## src/rtl/mem_arbiter.sv

```systemverilog
// ---------------------------------------------------------------------------
// mem_arbiter
//   Shares one byte-wide single-port RAM between the CPU instruction-fetch
//   port (IF) and the load/store port (MEM). Every 32-bit access becomes four
//   byte cycles (lane 0 first, little-endian). MEM always wins over IF.
//
// Ports
//   clk, rst                 single clock, synchronous active-high reset
//   if_req_i / if_addr_i     IF word read request (addr[1:0] ignored)
//   if_data_o / if_done_o    fetched word, one-cycle completion pulse
//   mem_req_i, mem_we_i      MEM request, 1 = write
//   mem_addr_i, mem_sel_i    MEM word address, byte enables
//   mem_wdata_i              MEM write data
//   mem_rdata_o / mem_done_o MEM read word (unselected lanes 0), done pulse
//   grant_o                  owner: 00 none, 01 IF, 10 MEM
//   ram_addr_o, ram_we_o,    byte RAM address, write strobe, write byte
//   ram_wdata_o, ram_rdata_i and read byte (RD_LAT cycles after the address)
// ---------------------------------------------------------------------------
module mem_arbiter #(
    parameter int ADDR_W = 17,
    parameter int RD_LAT = 1
) (
    input  logic              clk,
    input  logic              rst,
    input  logic              if_req_i,
    input  logic [31:0]       if_addr_i,
    output logic [31:0]       if_data_o,
    output logic              if_done_o,
    input  logic              mem_req_i,
    input  logic              mem_we_i,
    input  logic [31:0]       mem_addr_i,
    input  logic [3:0]        mem_sel_i,
    input  logic [31:0]       mem_wdata_i,
    output logic [31:0]       mem_rdata_o,
    output logic              mem_done_o,
    output logic [1:0]        grant_o,
    output logic [ADDR_W-1:0] ram_addr_o,
    output logic              ram_we_o,
    output logic [7:0]        ram_wdata_o,
    input  logic [7:0]        ram_rdata_i
);

    typedef enum logic [1:0] {S_IDLE, S_ISSUE, S_DRAIN, S_DONE} state_t;

    state_t              r_state, w_next;
    logic [1:0]          r_k;
    logic [1:0]          r_dcnt;
    logic                r_is_mem;
    logic [ADDR_W-3:0]   r_addr;
    logic                r_we;
    logic [3:0]          r_sel;
    logic [31:0]         r_wdata;
    logic [31:0]         r_hold;

    // Read-capture pipeline: one entry per issued read byte, aged RD_LAT cycles
    logic [RD_LAT-1:0]       r_cap_vld;
    logic [RD_LAT-1:0][1:0]  r_cap_k;

    logic [31:0]         r_if_data, r_mem_rdata;
    logic                r_if_done, r_mem_done;
    logic [1:0]          r_grant;
    logic [ADDR_W-1:0]   r_ram_addr;
    logic                r_ram_we;
    logic [7:0]          r_ram_wdata;

    // Values latched on a grant, selected by priority
    logic                w_g_any, w_g_mem;
    logic [ADDR_W-3:0]   w_lat_addr;
    logic                w_lat_we;
    logic [3:0]          w_lat_sel;
    logic [31:0]         w_lat_wdata;

    logic [1:0]          w_k1;
    logic                w_cap;
    logic [1:0]          w_cap_k;
    logic [31:0]         w_hold_nxt;
    logic                w_unused;

    assign w_unused = ^{if_addr_i, mem_addr_i};

    assign w_g_any     = mem_req_i | if_req_i;
    assign w_g_mem     = mem_req_i;
    assign w_lat_addr  = w_g_mem ? mem_addr_i[ADDR_W-1:2] : if_addr_i[ADDR_W-1:2];
    assign w_lat_we    = w_g_mem & mem_we_i;
    assign w_lat_sel   = w_g_mem ? mem_sel_i : 4'hF;
    assign w_lat_wdata = w_g_mem ? mem_wdata_i : 32'h0;

    assign w_k1    = r_k + 2'd1;
    assign w_cap   = r_cap_vld[RD_LAT-1];
    assign w_cap_k = r_cap_k[RD_LAT-1];

    // Holding register with the byte returning this cycle merged in, so the
    // last lane can be presented on the data output in the same edge.
    always_comb begin
        w_hold_nxt = r_hold;
        if (w_cap)
            w_hold_nxt[w_cap_k*8 +: 8] = r_sel[w_cap_k] ? ram_rdata_i : 8'h00;
    end

    always_ff @(posedge clk) begin
        if (rst) r_state <= S_IDLE;
        else     r_state <= w_next;
    end

    always_comb begin
        w_next = r_state;
        case (r_state)
            S_IDLE:  if (w_g_any) w_next = S_ISSUE;
            S_ISSUE: if (r_k == 2'd3) w_next = r_we ? S_DONE : S_DRAIN;
            S_DRAIN: if (r_dcnt == 2'(RD_LAT-1)) w_next = S_DONE;
            S_DONE:  w_next = S_IDLE;
            default: w_next = S_IDLE;
        endcase
    end

    always_ff @(posedge clk) begin
        if (rst) begin
            r_k         <= '0;
            r_dcnt      <= '0;
            r_is_mem    <= 1'b0;
            r_addr      <= '0;
            r_we        <= 1'b0;
            r_sel       <= '0;
            r_wdata     <= '0;
            r_hold      <= '0;
            r_cap_vld   <= '0;
            r_cap_k     <= '0;
            r_if_data   <= '0;
            r_mem_rdata <= '0;
            r_if_done   <= 1'b0;
            r_mem_done  <= 1'b0;
            r_grant     <= 2'b00;
            r_ram_addr  <= '0;
            r_ram_we    <= 1'b0;
            r_ram_wdata <= '0;
        end else begin
            r_cap_vld[0] <= (r_state == S_ISSUE) && !r_we;
            r_cap_k[0]   <= r_k;
            for (int i = RD_LAT-1; i > 0; i--) begin
                r_cap_vld[i] <= r_cap_vld[i-1];
                r_cap_k[i]   <= r_cap_k[i-1];
            end
            r_hold   <= w_hold_nxt;
            r_ram_we <= 1'b0;

            case (r_state)
                S_IDLE: begin
                    if (w_g_any) begin
                        r_is_mem    <= w_g_mem;
                        r_addr      <= w_lat_addr;
                        r_we        <= w_lat_we;
                        r_sel       <= w_lat_sel;
                        r_wdata     <= w_lat_wdata;
                        r_hold      <= '0;
                        r_k         <= 2'd0;
                        r_dcnt      <= 2'd0;
                        r_grant     <= w_g_mem ? 2'b10 : 2'b01;
                        // lane 0 goes out together with the grant
                        r_ram_addr  <= {w_lat_addr, 2'd0};
                        r_ram_we    <= w_lat_we & w_lat_sel[0];
                        r_ram_wdata <= w_lat_wdata[7:0];
                    end
                end
                S_ISSUE: begin
                    r_k <= w_k1;
                    if (r_k != 2'd3) begin
                        r_ram_addr  <= {r_addr, w_k1};
                        r_ram_we    <= r_we & r_sel[w_k1];
                        r_ram_wdata <= r_wdata[w_k1*8 +: 8];
                    end
                end
                S_DRAIN: r_dcnt <= r_dcnt + 2'd1;
                S_DONE: begin
                    r_if_done  <= 1'b0;
                    r_mem_done <= 1'b0;
                    r_grant    <= 2'b00;
                end
                default: ;
            endcase

            // Done and read data are presented in the DONE cycle. Writes
            // return no data, so the read word outputs keep their value.
            if (r_state != S_DONE && w_next == S_DONE) begin
                if (r_is_mem) r_mem_done <= 1'b1;
                else          r_if_done  <= 1'b1;
                if (!r_we) begin
                    if (r_is_mem) r_mem_rdata <= w_hold_nxt;
                    else          r_if_data   <= w_hold_nxt;
                end
            end
        end
    end

    assign if_data_o   = r_if_data;
    assign if_done_o   = r_if_done;
    assign mem_rdata_o = r_mem_rdata;
    assign mem_done_o  = r_mem_done;
    assign grant_o     = r_grant;
    assign ram_addr_o  = r_ram_addr;
    assign ram_we_o    = r_ram_we;
    assign ram_wdata_o = r_ram_wdata;

endmodule
```

## config.mk

```make
export PLATFORM = sky130hd
export DESIGN_NAME = mem_arbiter
export DESIGN_NICKNAME = d
export VERILOG_FILES = /design/src/rtl/mem_arbiter.sv
export SDC_FILE = /design/constraint.sdc
export NUM_CORES = 1
export LEC_CHECK = 0
export ABC_AREA = 1
export CAP_MARGIN = 0
export CORE_MARGIN = 2
export CORE_UTILIZATION = 40
export CTS_BUF_LIST = sky130_fd_sc_hd__clkbuf_16
export CTS_CLUSTER_DIAMETER = 100
export DETAILED_ROUTE_END_ITERATION = 8
export GPL_ROUTABILITY_DRIVEN = 0
export PLACE_DENSITY = 0.78
export RECOVER_POWER = 50
export SETUP_SLACK_MARGIN = 0.1
export SLEW_MARGIN = 30
export SYNTH_ARGS = -nofsm -noshare
export SYNTH_HDL_FRONTEND = slang
export SYNTH_SLANG_ARGS = --single-unit
```

## constraint.sdc

```tcl
create_clock -name clk -period 1.9 [get_ports clk]
set_input_delay 0.19 -clock clk [delete_from_list [all_inputs] [get_ports clk]]
set_output_delay 0.19 -clock clk [all_outputs]
set_load 0.01 [all_outputs]
```

==> results.toml <==
[yosys]
ys_seq_area_share_pct = 47.8
yosysWarningCount = 0
synth_top_area_cell = "dfxtp_1"
synth.top_cell.area_share_pct = 47.8
synth_area_per_cell_um2 = 7.34
ys_top_cells_by_area = "dfxtp_1 (48%), nand2_1 (12%), a21oi_1 (8.5%), inv_1 (5.6%), o21ai_0 (4.8%)"
synth_nets = 1191
syn_area_um2 = 7870
ys_types = 33
synthCells = 1071
ys_ff_latch = 188

[hold_path]
hold_path_class = "input pin to flip-flop"
hold_path_end = "r_wdata[9]$_SDFFE_PP0P_"
min_from = "mem_wdata_i[9]"
hold_path_depth = 3

[layout]
finalNetCount = 1356
syn_to_final_growth_pct = 35.4
drive_above_1_share_pct = 7.77
diodes = 0
nFillCells = 1856
multi_input_area_um2 = 3360
seqCellArea_um2 = 3770

[cts]
clkLatencyLatePin_ns = 0.43
cts_made_buffers = 17
cts_sinks = 188
cts_root_buf = "clkbuf_16"
hold_buffers = 0
path_clk_slew_ns = 0.07
htree_levels = 4
ctsLongestPathBuffers = 2
tritoncts = "built"

[route]
vias = 7447
postRouteAntennaNets = 0
viasPerCell = 4.92
dr.pass1.iters = 5
post-route-drc-count = 0
wire_per_inst_um = 14.1
drt_iter0_markers = 440
wirelength_um = 21400

[floorplanning]
initial_core_util_pct = 40.6
die-area_um2 = 20800
io_pins = 207
die_h_um = 144
die_x_um = 144
rows = 51
coreArea_um2 = 19400

[sta]
final.setup.tns_ns = 0
rsz0062_at_grt = "yes"
maxSlewHeadroom_pct = 68.9
setup_viol_count_final = 0
clock_skew_ns = 0.0111
finalHoldViolCount = 0
fmaxAchievable_mhz = 580
period_needed_ns = 1.72
fin_crit_sh_pct = 90.7
finalMaxSlewViolations = 0
worstMarginPinSlew_ns = 0.466

[power_and_ir_drop]
power_density_nw_per_um2 = 830
totalPowerFinal_mw = 8.84
p_leak_nw = 4.27
ir_drop_mv = 0.662

[setup_path]
crit_path_max_fanout = 8
cpPeakStageDelay_ns = 0.38
ff2ff_setup_slack_ns = 0.18
crit_chain = "inv_2 > nand2_1 > nand3_1 > nand2_1 > nor2_1 > nand4_1 > nand3_1 > nand2_1 > inv_1"
crit_slowest_cell = "nor2_1"
crit_type = "flip-flop to flip-flop"
crit_top_cell = "nand2_1"
r2r-end = "if_data_o[24]$_SDFFE_PP0P_"
rr_startpoint = "r_cap_k[0]$_SDFF_PP0_"
critPathLaunchType = "flip-flop"
reg2reg_depth = 9
crit_arrival_ns = 2.11
critPathCaptureType = "flip-flop"
required_ns = 2.28

[global_route]
grt_first_pass_wirelength_um = 33900
grt_remaining_overflow = 0
grt_pass1_vias = 6914
antenna_found_initial = 2
track_usage_pct = 20.7
grt_max_degree = 104

[run]
cap_violations = 0

[status]
status = "finished clean"

[place]
dpl.hpwl_um = 15000
port_buffers = 172
power by group:
group,internal [mW],switching (mW)
combinational,0.459,0.559
sequential,4.08,0.0774
clock,2.00,1.67
total,6.54,2.30
through the flow:
stage / hold slack [ns] / instance area (um^2) / setup slack [ns] / instances / util (%)
final: 0.312 / 10600 / 0.176 / 1514 / 54.9
after global routing: 0.305 / 10600 / 0.0112 / 1514 / 54.9
after global placement: 0.445 / 10000 / 0.0114 / 1481 / 51.5
after floorplan: 0.329 / 7870 / 0.158 / 1071 / -
after detailed placement: 0.449 / 10000 / -0.000352 / 1481 / 51.5
after CTS: 0.299 / 10600 / 0.122 / 1513 / 54.7
cell usage after synthesis, drive strengths merged:
cell type,n
clkinv,3
a21oi,135
o221ai,1
inv,128
nor3,8
clkbuf,35
nor2,86
a31oi,7
nand2,255
buf,27
nand4,16
mux2i,15
nor4,1
dfxtp,188
o21a,1
o21ai,78
nand3,59
a211oi,18
o22ai,3
ha,7
worst max-delay path: cells and delay by family (launching register included):
family	cells	cell delay (ns)
buf+inv	2	0.18
flops	1	0.35
simple gates	7	1.15
kinds of logic (layout without fill, tap and decap cells):
| group | after synthesis | in the layout | synth area share, % |
|---|---|---|---|
| DFF | 188 | 188 | 47.8 |
| and+or+nand+nor | 425 | 425 | 22.8 |
| adders and majority gates | 7 | 7 | 1.11 |
| AOI/OAI and AO/OA | 243 | 243 | 16.5 |
| buffers and inverters | 193 | 371 | 9.83 |
| muxes | 15 | 15 | 1.91 |
how the worst max path moves through the flow:
| stage | start | end | slack [ns] | cells past startpoint |
|---|---|---|---|---|
| final | r_cap_k[0]$_SDFF_PP0_ | if_data_o[24]$_SDFFE_PP0P_ | 0.18 | 9 |
| after global routing | r_dcnt[0]$_SDFFE_PP0P_ | if_data_o[16]$_SDFFE_PP0P_ | 0.01 | 11 |
| after CTS | r_state[0]$_SDFF_PP0_ | if_data_o[26]$_SDFFE_PP0P_ | 0.12 | 10 |
| after detailed placement | mem_req_i | r_wdata[22]$_SDFFE_PP0P_ | -0.0004 | 7 |
| after global placement | mem_req_i | ram_addr_o[10]$_SDFFE_PP0P_ | 0.01 | 7 |
| after floorplan | r_cap_k[0]$_SDFF_PP0_ | if_data_o[0]$_SDFFE_PP0P_ | 0.16 | 7 |
layout make-up:
class / instances / area share (%)
Clock buffer: 17 / 4.00
Tap cell: 265 / 3.11
Sequential cell: 188 / 35.4
Timing Repair Buffer: 208 / 19.7
Multi-Input combinational cell: 690 / 31.5
Clock inverter: 15 / 1.67
Inverter: 131 / 4.64
per-layer routing:
| metal | vias to the layer above | global-route usage (%) | share of wire (%) |
|---|---|---|---|
| met5 | - | 0 | 0 |
| met4 | 0 | 9.04 | 2.6 |
| met3 | 40 | 4.90 | 7.1 |
| met2 | 257 | 35.2 | 48 |
| met1 | 3367 | 25.2 | 43 |
| li1 | 3783 | - | - |
what timing repair did:
action                                  in CTS  in global routing
setup buffers                                0                  1
gates cloned                                 0                  0
pin swaps                                    0                  3
resized for setup                            1                 10
endpoints found under the setup margin       1                 65
placed cells by master (no fill, tap or decap), types with 4 or more instances in the layout:
cell / n
clkbuf_16: 17
o21ai_0: 76
inv_8: 6
clkinv_1: 4
a31oi_1: 7
dfxtp_1: 186
buf_4: 27
ha_1: 6
mux2i_1: 15
clkdlybuf4s50_1: 171
nor2_1: 80
buf_12: 8
nand3_1: 57
nand4_1: 16
a211oi_1: 18
inv_2: 9
inv_1: 118
nor3_1: 7
a21oi_1: 134
nand2_1: 252
registers in the layout, summed over array words and instances (netlist names):
register / flops
r_is_mem: 1
if_data_o: 32
ram_wdata_o: 8
if_done_o: 1
r_cap_vld: 1
ram_we_o: 1
r_cap_k: 2
r_addr: 15
mem_done_o: 1
r_we: 1
r_dcnt: 2
r_k: 2
r_state: 2
grant_o: 2
ram_addr_o: 17
r_hold: 32
r_sel: 4
r_wdata: 32
mem_rdata_o: 32
(Power assumes the default switching activity.)
